## src/rtl/address_generator_pkg.sv

```systemverilog
// address_generator_pkg: cfg word bit positions, byte shift and cfg field layout.
package address_generator_pkg;
    localparam int CFG_EN_BIT           = 0;
    localparam int CFG_VALID_BIT        = 1;
    localparam int CFG_SOFT_RESTART_BIT = 2;
    localparam int BYTE_SHIFT           = 2;

    typedef struct packed {
        logic [28:0] rsvd;
        logic        soft_restart;
        logic        valid_en;
        logic        en;
    } cfg_t;
endpackage

```

## src/rtl/addr_gen_counter.sv

```systemverilog
// addr_gen_counter: word counter 0..per_q with wrap-time period latch.
// ADDR_GEN_SOFT_RESTART_EN adds a cfg[2] rising-edge restart.
module addr_gen_counter
    import address_generator_pkg::*;
#(
    parameter int WIDTH = 8
) (
    input  logic             clk,
    input  logic             resetn,
    input  logic             en,
    input  logic             soft_restart,
    input  logic [WIDTH-1:0] period,
    output logic [WIDTH-1:0] cnt
);
    logic [WIDTH-1:0] per_q;
    logic             sr;

`ifdef ADDR_GEN_SOFT_RESTART_EN
    logic sr_q;
    always_ff @(posedge clk) begin
        if (!resetn) sr_q <= 1'b0;
        else         sr_q <= soft_restart;
    end
    assign sr = en && soft_restart && !sr_q;
`else
    logic unused_soft_restart;
    assign unused_soft_restart = soft_restart;
    assign sr = 1'b0;
`endif

    // Period is only re-latched while idle or at a wrap, so a running sequence is never cut short.
    always_ff @(posedge clk) begin
        if (!resetn) begin
            cnt   <= '0;
            per_q <= '0;
        end else if (!en || sr || cnt == per_q) begin
            cnt   <= '0;
            per_q <= period;
        end else begin
            cnt   <= cnt + WIDTH'(1);
        end
    end
endmodule

```

## src/rtl/address_generator.sv

```systemverilog
// address_generator: free-running BRAM byte-address generator with restart pulse and valid flag.
// Optional soft restart on cfg[2] when ADDR_GEN_SOFT_RESTART_EN is defined.
module address_generator
    import address_generator_pkg::*;
#(
    parameter int WIDTH = 8
) (
    input  logic             clk,
    input  logic             resetn,
    input  logic [31:0]      cfg,
    input  logic [31:0]      period,
    output logic             restart,
    output logic [WIDTH+1:0] addr,
    output logic             tvalid
);
    logic [WIDTH-1:0] cnt;
    logic             en;
    logic             unused_bits;

    assign en          = cfg[CFG_EN_BIT];
    assign unused_bits = ^{cfg[31:3], period[31:WIDTH]};

    addr_gen_counter #(.WIDTH(WIDTH)) u_counter (
        .clk          (clk),
        .resetn       (resetn),
        .en           (en),
        .soft_restart (cfg[CFG_SOFT_RESTART_BIT]),
        .period       (period[WIDTH-1:0]),
        .cnt          (cnt)
    );

    always_ff @(posedge clk) begin
        if (!resetn) begin
            addr    <= '0;
            restart <= 1'b0;
            tvalid  <= 1'b0;
        end else begin
            addr    <= en ? (WIDTH+2)'(cnt) << BYTE_SHIFT : '0;
            restart <= en && cnt == '0;
            tvalid  <= en && cfg[CFG_VALID_BIT];
        end
    end
endmodule

```

## config.mk

```make
export PLATFORM = sky130hd
export DESIGN_NAME = address_generator
export DESIGN_NICKNAME = d
export VERILOG_FILES = /design/src/rtl/address_generator_pkg.sv /design/src/rtl/addr_gen_counter.sv /design/src/rtl/address_generator.sv
export SDC_FILE = /design/constraint.sdc
export NUM_CORES = 1
export LEC_CHECK = 0
export CELL_PAD_IN_SITES_DETAIL_PLACEMENT = 1
export CELL_PAD_IN_SITES_GLOBAL_PLACEMENT = 1
export CORE_MARGIN = 2
export CORE_UTILIZATION = 21
export CTS_BUF_LIST = sky130_fd_sc_hd__clkbuf_4
export CTS_CLUSTER_DIAMETER = 200
export DETAILED_ROUTE_END_ITERATION = 12
export PLACE_DENSITY = 0.83
export SETUP_SLACK_MARGIN = 0.4
export SLEW_MARGIN = 20
export SYNTH_ARGS = -nofsm -noshare
export SYNTH_HDL_FRONTEND = slang
export SYNTH_HIERARCHICAL = 1
export SYNTH_SLANG_ARGS = --single-unit
```

## constraint.sdc

```tcl
create_clock -name clk -period 1.3 [get_ports clk]
set_input_delay 0.26 -clock clk [delete_from_list [all_inputs] [get_ports clk]]
set_output_delay 0.26 -clock clk [all_outputs]
set_load 0.01 [all_outputs]
```

**Word-level counts from Yosys, hierarchy flattened**

Cells that the tools add are included.

- Bits in registers: 28
- Output and inout bits: 12
- Input bits: 66

- Bitwise logic cells: 1
- Add/sub/neg operators: 1
- Reduce and logical (&&, ||, !) cells: 7
- Equal/unequal tests: 1

Operator list:

| operator | number |
|---|---|
| adder 8 x 1 -> 8 bit (second input constant) | 1 |
| == test 8 bit | 1 |
| zero test 8 bit | 1 |
| logical AND 1 bit | 2 |
| AND reduction 2 bit | 1 |
| OR reduction 2 bit | 1 |
| zero test 1 bit | 1 |
| logical OR 1 bit | 1 |
| inverter 1 bit | 1 |

**Logic depth before layout (Yosys ltp)**

- Word-level depth: 3
- Gate-level depth with buffers: 5
- Mapped depth without buffers: 5

**By module**

The synthesis kept the hierarchy.

By module, submodules not included:

| module | instances | area each (um2) | cells each |
|---|---|---|---|
| addr_gen_counter | 1 | 732.0 | 79 |
| address_generator | 1 | 297.8 | 25 |

**Worst setup path before layout**

No wires, ideal clock.

- Path type: flip-flop to flip-flop
- Start: reg u_counter.cnt[5]
- End: reg u_counter.per_q[0]
- Arrival time: 1144 ps
- Clock period less this slack: 1263 ps
- Setup time: 119 ps
- Path buffers: 1
- Stages on the path, launching flop included: 6
- Slack: 37 ps
- Path through: dfxtp_1 -> xor2_1 -> nor4_2 -> a21boi_1 -> buf_6 -> mux2i_1

- Word-level cells in the longest chain between the ends: 2

Ends and longest elaborated chain:

| item | RTL line | source |
|---|---|---|
| start, declared | addr_gen_counter.sv:13 | `output logic [WIDTH-1:0] cnt` |
| start signal, assigned | addr_gen_counter.sv:40 | `cnt <= cnt + WIDTH'(1);` |
| == test 8 bit | addr_gen_counter.sv:36 | `end else if (!en \|\| sr \|\| cnt == per_q) begin` |
| logical OR 1 bit | addr_gen_counter.sv:36 |  |
| end signal, assigned | addr_gen_counter.sv:38 | `per_q <= period;` |
| end, declared | addr_gen_counter.sv:15 | `logic [WIDTH-1:0] per_q;` |

Every way passes these cells.
A chain may end at the register's enable or synchronous reset.

**Worst setup path after layout**

- Start: reg u_counter.per_q[5]
- End: reg u_counter.per_q[2]

- Word-level cells in the longest chain between the ends: 2

Ends and longest elaborated chain:

| item | RTL line |
|---|---|
| == test 8 bit | addr_gen_counter.sv:36 |
| logical OR 1 bit | addr_gen_counter.sv:36 |

Every way passes these cells.

==> results.md <==
Status:
- The flow ran to the end, but the final reports show violations.
- The checks that failed: negative setup slack.

Pwr:
- Of the total power, the share spent switching nets is 0.231.
- The static leakage power is roughly 0.71 nW.
- The total power is 1.66 mW.
- Cell internal power was estimated by the tool at approximately 1.3 mW.
- For this design the ratio of total power to cell area is 1100 mW/mm².
- The clock network fraction of total power is 0.338.
- The net switching power figure is 384 µW.
- The sequential cell fraction of total power is 0.514.
- Of the total power, combinational logic draws 0.147.
- IR analysis of the VDD net gives a maximum drop of 592 µV.

Synth:
- The share of synthesized area in the top cell type comes to 0.505.
- The number of synthesis warnings is 6.
- The XOR/XNOR share of the synthesized area is 0.119.
- The post-synthesis area per instance is 9.90 µm².
- Synthesis produced ~100 cells.
- The post-synthesis sequential area ratio is 0.505.
- The post-synthesis compound-gate area fraction is 0.0158.
- The post-synthesis share of cell area spent on and, or, nand and nor gates is 0.230.
- Ranked by instance count, the synthesized netlist is headed by dfxtp_1 (26), nand2_1 (18), xor2_1 (12), and3_1 (10).
- The post-synthesis cell type count is 22.
- The most instantiated library cell after synthesis is dfxtp_1.
- After synthesis, the largest family of logic cells by area is simple AND/OR/NAND/NOR gates.
- The mux contribution to synthesized area is 0.0778.
- The register bit total from synthesis is 26.
- Of the total synthesized cell area, the portion taken by full adders, half adders and majority gates is 0.0122.
- After synthesis, the cell types taking the most area are dfxtp_1 (51%), xor2_1 (10%), mux2i_1 (7.8%), nand2_1 (6.6%), and3_1 (6.1%).
- The post-synthesis instance area is approximately 0.0010 mm².
- Among all flip-flop cells after synthesis, the most frequent one is dfxtp_1.
- Counting flops with a built-in enable in the synthesized netlist gives 0.
- The fraction of synthesis flops using an asynchronous set or reset pin is 0.
- Of all cell types, the one taking the most synthesized area is dfxtp_1.

Run:
- Max-cap violations in this run came to 0.

Clock network:
- The CTS tree is built.
- In this run the clock root is driven by a clkbuf_4.
- Clock tree synthesis found a total of 26 sinks.
- The clock network latency to the later pin of the worst-skew pair is between 0.3 and 0.4 ns.
- In this run the number of H-tree levels came out at 1.
- Clock-pin slew was measured on the worst setup and hold paths at approximately 0.15 ns.
- For this design, the CTS-stage hold fixing added 0 buffers.
- Counting the buffers created by CTS gives 3.
- In this run the deepest clock path goes through 2 buffers.

STA:
- Derived from the worst setup path, the maximum achievable clock frequency is ~720 MHz.
- The number of hold violations in the final report is 0.
- The final count of pins violating max slew is 0.
- The count of endpoints failing setup in the final report is 16.
- Across all setup checks in the final design, the least slack found is -0.0874 ns.
- The worst clock skew on the final layout is 0.00456 ns.
- Of the available clock period, the critical path in the final layout requires 1.07.
- The smallest clock period supported by the final layout is computed as 1.39 ns.
- Setup repair after global routing could not meet its margin everywhere.

Global routing:
- The first global-routing pass estimated around 3700 µm of wire.
- For this run, the total global-route usage over all layers was measured as 0.0891.
- The number of global-route vias before repair is 806.
- The overall overflow remaining after global route is 0.
- The maximum number of pins on one net before global-route repair is 17.
- The initial antenna violation count was 0.

Finish:
- The share of post-route cells with drive strength above 1 is 0.383.
- The fill cell instance count of the final layout is roughly 560.
- The antenna cell count is 0.
- The area growth from synthesis to layout is 46.1%.
- In the final design database the tool counted ~210 nets.
- The count of cells in the finished layout, fillers not included, comes to 208.

Floorplanning:
- 78 I/O pins were placed.
- The floorplan has 25 rows.
- The die extent in y is 74.0 µm.
- The die covers approximately 0.0055 mm².
- The die outline width is 74.0 µm.
- The initial utilization of the core area, before any placement, comes to 0.218.
- The region available for standard cell placement spans ~0.0047 mm².

Drt:
- The via count normalized by instance count is 3.90.
- The residual antenna-violating net count after detailed routing is 0.
- The final wirelength is ~2400 µm.
- The remaining design rule violation count is 0.
- After the first detailed-routing iteration, the DRC count stood at 27.
- The vias after detailed routing is between 800 and 900.
- The average wire length per cell after detail routing is between 10 and 15 µm.
- The pre-antenna-repair detailed-routing pass consisted of 4 iterations.

Placed design:
- The final weighted congestion of routability-driven global placement is roughly 0.78.
- During placement, the flow inserted port buffers numbering 21.
- Detailed placement finished with a half-perimeter wire length of roughly 1600 µm.
- The cell total after placement is approximately 200.

Critical path:
- The worst setup path is launched from a flop.
- The signal on the critical path passes through xor2_1 -> nor4_2 -> a21boi_1 -> buf_4 -> mux2i_1.
- The worst endpoint data arrival time is about 1.6 ns.
- Of all nets on the critical path, the largest fanout is 8.
- The largest stage delay on the critical path is about 0.35 ns.
- The slowest stage of the critical path is the dfxtp_2 cell.
- The required time of the critical path is about 1.5 ns.
- The worst setup path is of the flop to flop kind.
- The endpoint kind of the worst setup timing path is a flop.

Worst hold path:
- The path class of the lowest-slack min-delay path is primary input to flop.
==> worst paths after layout <==
kind,startpoint,cells after the start,slack [ns],endpoint
max,u_counter/per_q[5],5,-0.09,u_counter/per_q[2]
min,cfg[0],3,0.43,addr[5]
max reg2reg,u_counter/per_q[5],5,-0.09,u_counter/per_q[2]
min reg2reg,u_counter/per_q[0],2,0.48,u_counter/per_q[0]
==> final cells by class <==
| cell class | instances | area [µm²] | area share |
|---|---|---|---|
| Tap cell | 67 | 83.8 | 0.0557 |
| Inverter | 1 | 3.75 | 0.00250 |
| Timing Repair Buffer | 37 | 307 | 0.204 |
| Multi-Input combinational cell | 73 | 523 | 0.348 |
| Sequential cell | 26 | 534 | 0.355 |
| Clock buffer | 3 | 22.5 | 0.0150 |
| Clock inverter | 1 | 30.0 | 0.0200 |
==> worst max-delay path: cells and delay by family, from the launching register on <==
kind                   cells  cell delay [ns]
AO/OA/AOI/OAI              1             0.12
multiplexers               1             0.12
XOR/XNOR                   1             0.17
buffers and inverters      1             0.19
flip-flops                 1             0.35
AND/OR/NAND/NOR            1             0.34
==> per-layer routing <==
metal	vias up	global-route usage	routed length [µm]
li1	415	-	-
met1	364	0.116	1090
met2	28	0.140	1130
met3	4	0.0325	135
met4	0	0.0242	44
met5	-	0	0
==> state kept, by name, indices dropped and copies added (netlist names) <==
name	flops
addr	8
restart	1
u_counter/per_q	8
tvalid	1
u_counter/cnt	8
==> layout by cell type (no fill, tap or decap), types with 2 or more instances in the layout <==
| cell type | netlist | final |
|---|---|---|
| and3_1 | 10 | 9 |
| buf_2 | 0 | 9 |
| buf_4 | 2 | 11 |
| buf_6 | 1 | 6 |
| clkbuf_4 | 0 | 3 |
| clkdlybuf4s50_1 | 0 | 9 |
| conb_1 | 1 | 2 |
| dfxtp_1 | 26 | 15 |
| dfxtp_2 | 0 | 11 |
| mux2i_1 | 8 | 8 |
| nand2_1 | 18 | 18 |
| nand3_1 | 2 | 2 |
| nor2_1 | 8 | 3 |
| nor2_2 | 0 | 5 |
| nor4_2 | 2 | 3 |
| xnor2_1 | 2 | 2 |
| xor2_1 | 12 | 12 |
==> power groups by stage <==
stage                     Clock (mW)  Combinational, mW  Sequential, mW
after floorplan                    0              0.127           0.872
after global placement             0              0.208           0.869
after detailed placement           0              0.212           0.871
after CTS                      0.583              0.211           0.855
after global routing           0.614              0.270           0.859
final                          0.562              0.245           0.855
==> logic make-up after synthesis <==
| logic type | Yosys count |
|---|---|
| xor gates and xnor gates | 14 |
| AOI/OAI and AO/OA | 2 |
| DFF | 26 |
| and+or+nand+nor | 46 |
| buffers and inverters | 6 |
| other | 1 |
| adders and majority gates | 1 |
| muxes | 8 |
==> per-stage QoR <==
stage,instance area (µm²),hold WS [ns],util,setup TNS [ns],worst slack (ns)
6_report,1500,0.429,0.318,-0.907,-0.0874
5_1_grt,1500,0.443,0.318,-2.39,-0.214
4_1_cts,1440,0.445,0.305,-0.429,-0.0599
3_5_place_dp,1400,0.476,0.297,-1.54,-0.184
3_3_place_gp,1400,0.459,0.297,-1.02,-0.129
2_1_floorplan,1040,0.399,-,0,0.0585
==> what timing repair did <==
item	CTS	global route
resized for setup	53	14
hold endpoints to repair	0	0
buffers inserted	0	2
endpoints found under the setup margin	28	28
pin swaps	5	6
gates cloned	0	0
Note: power is estimated with default switching activity, not from simulation.
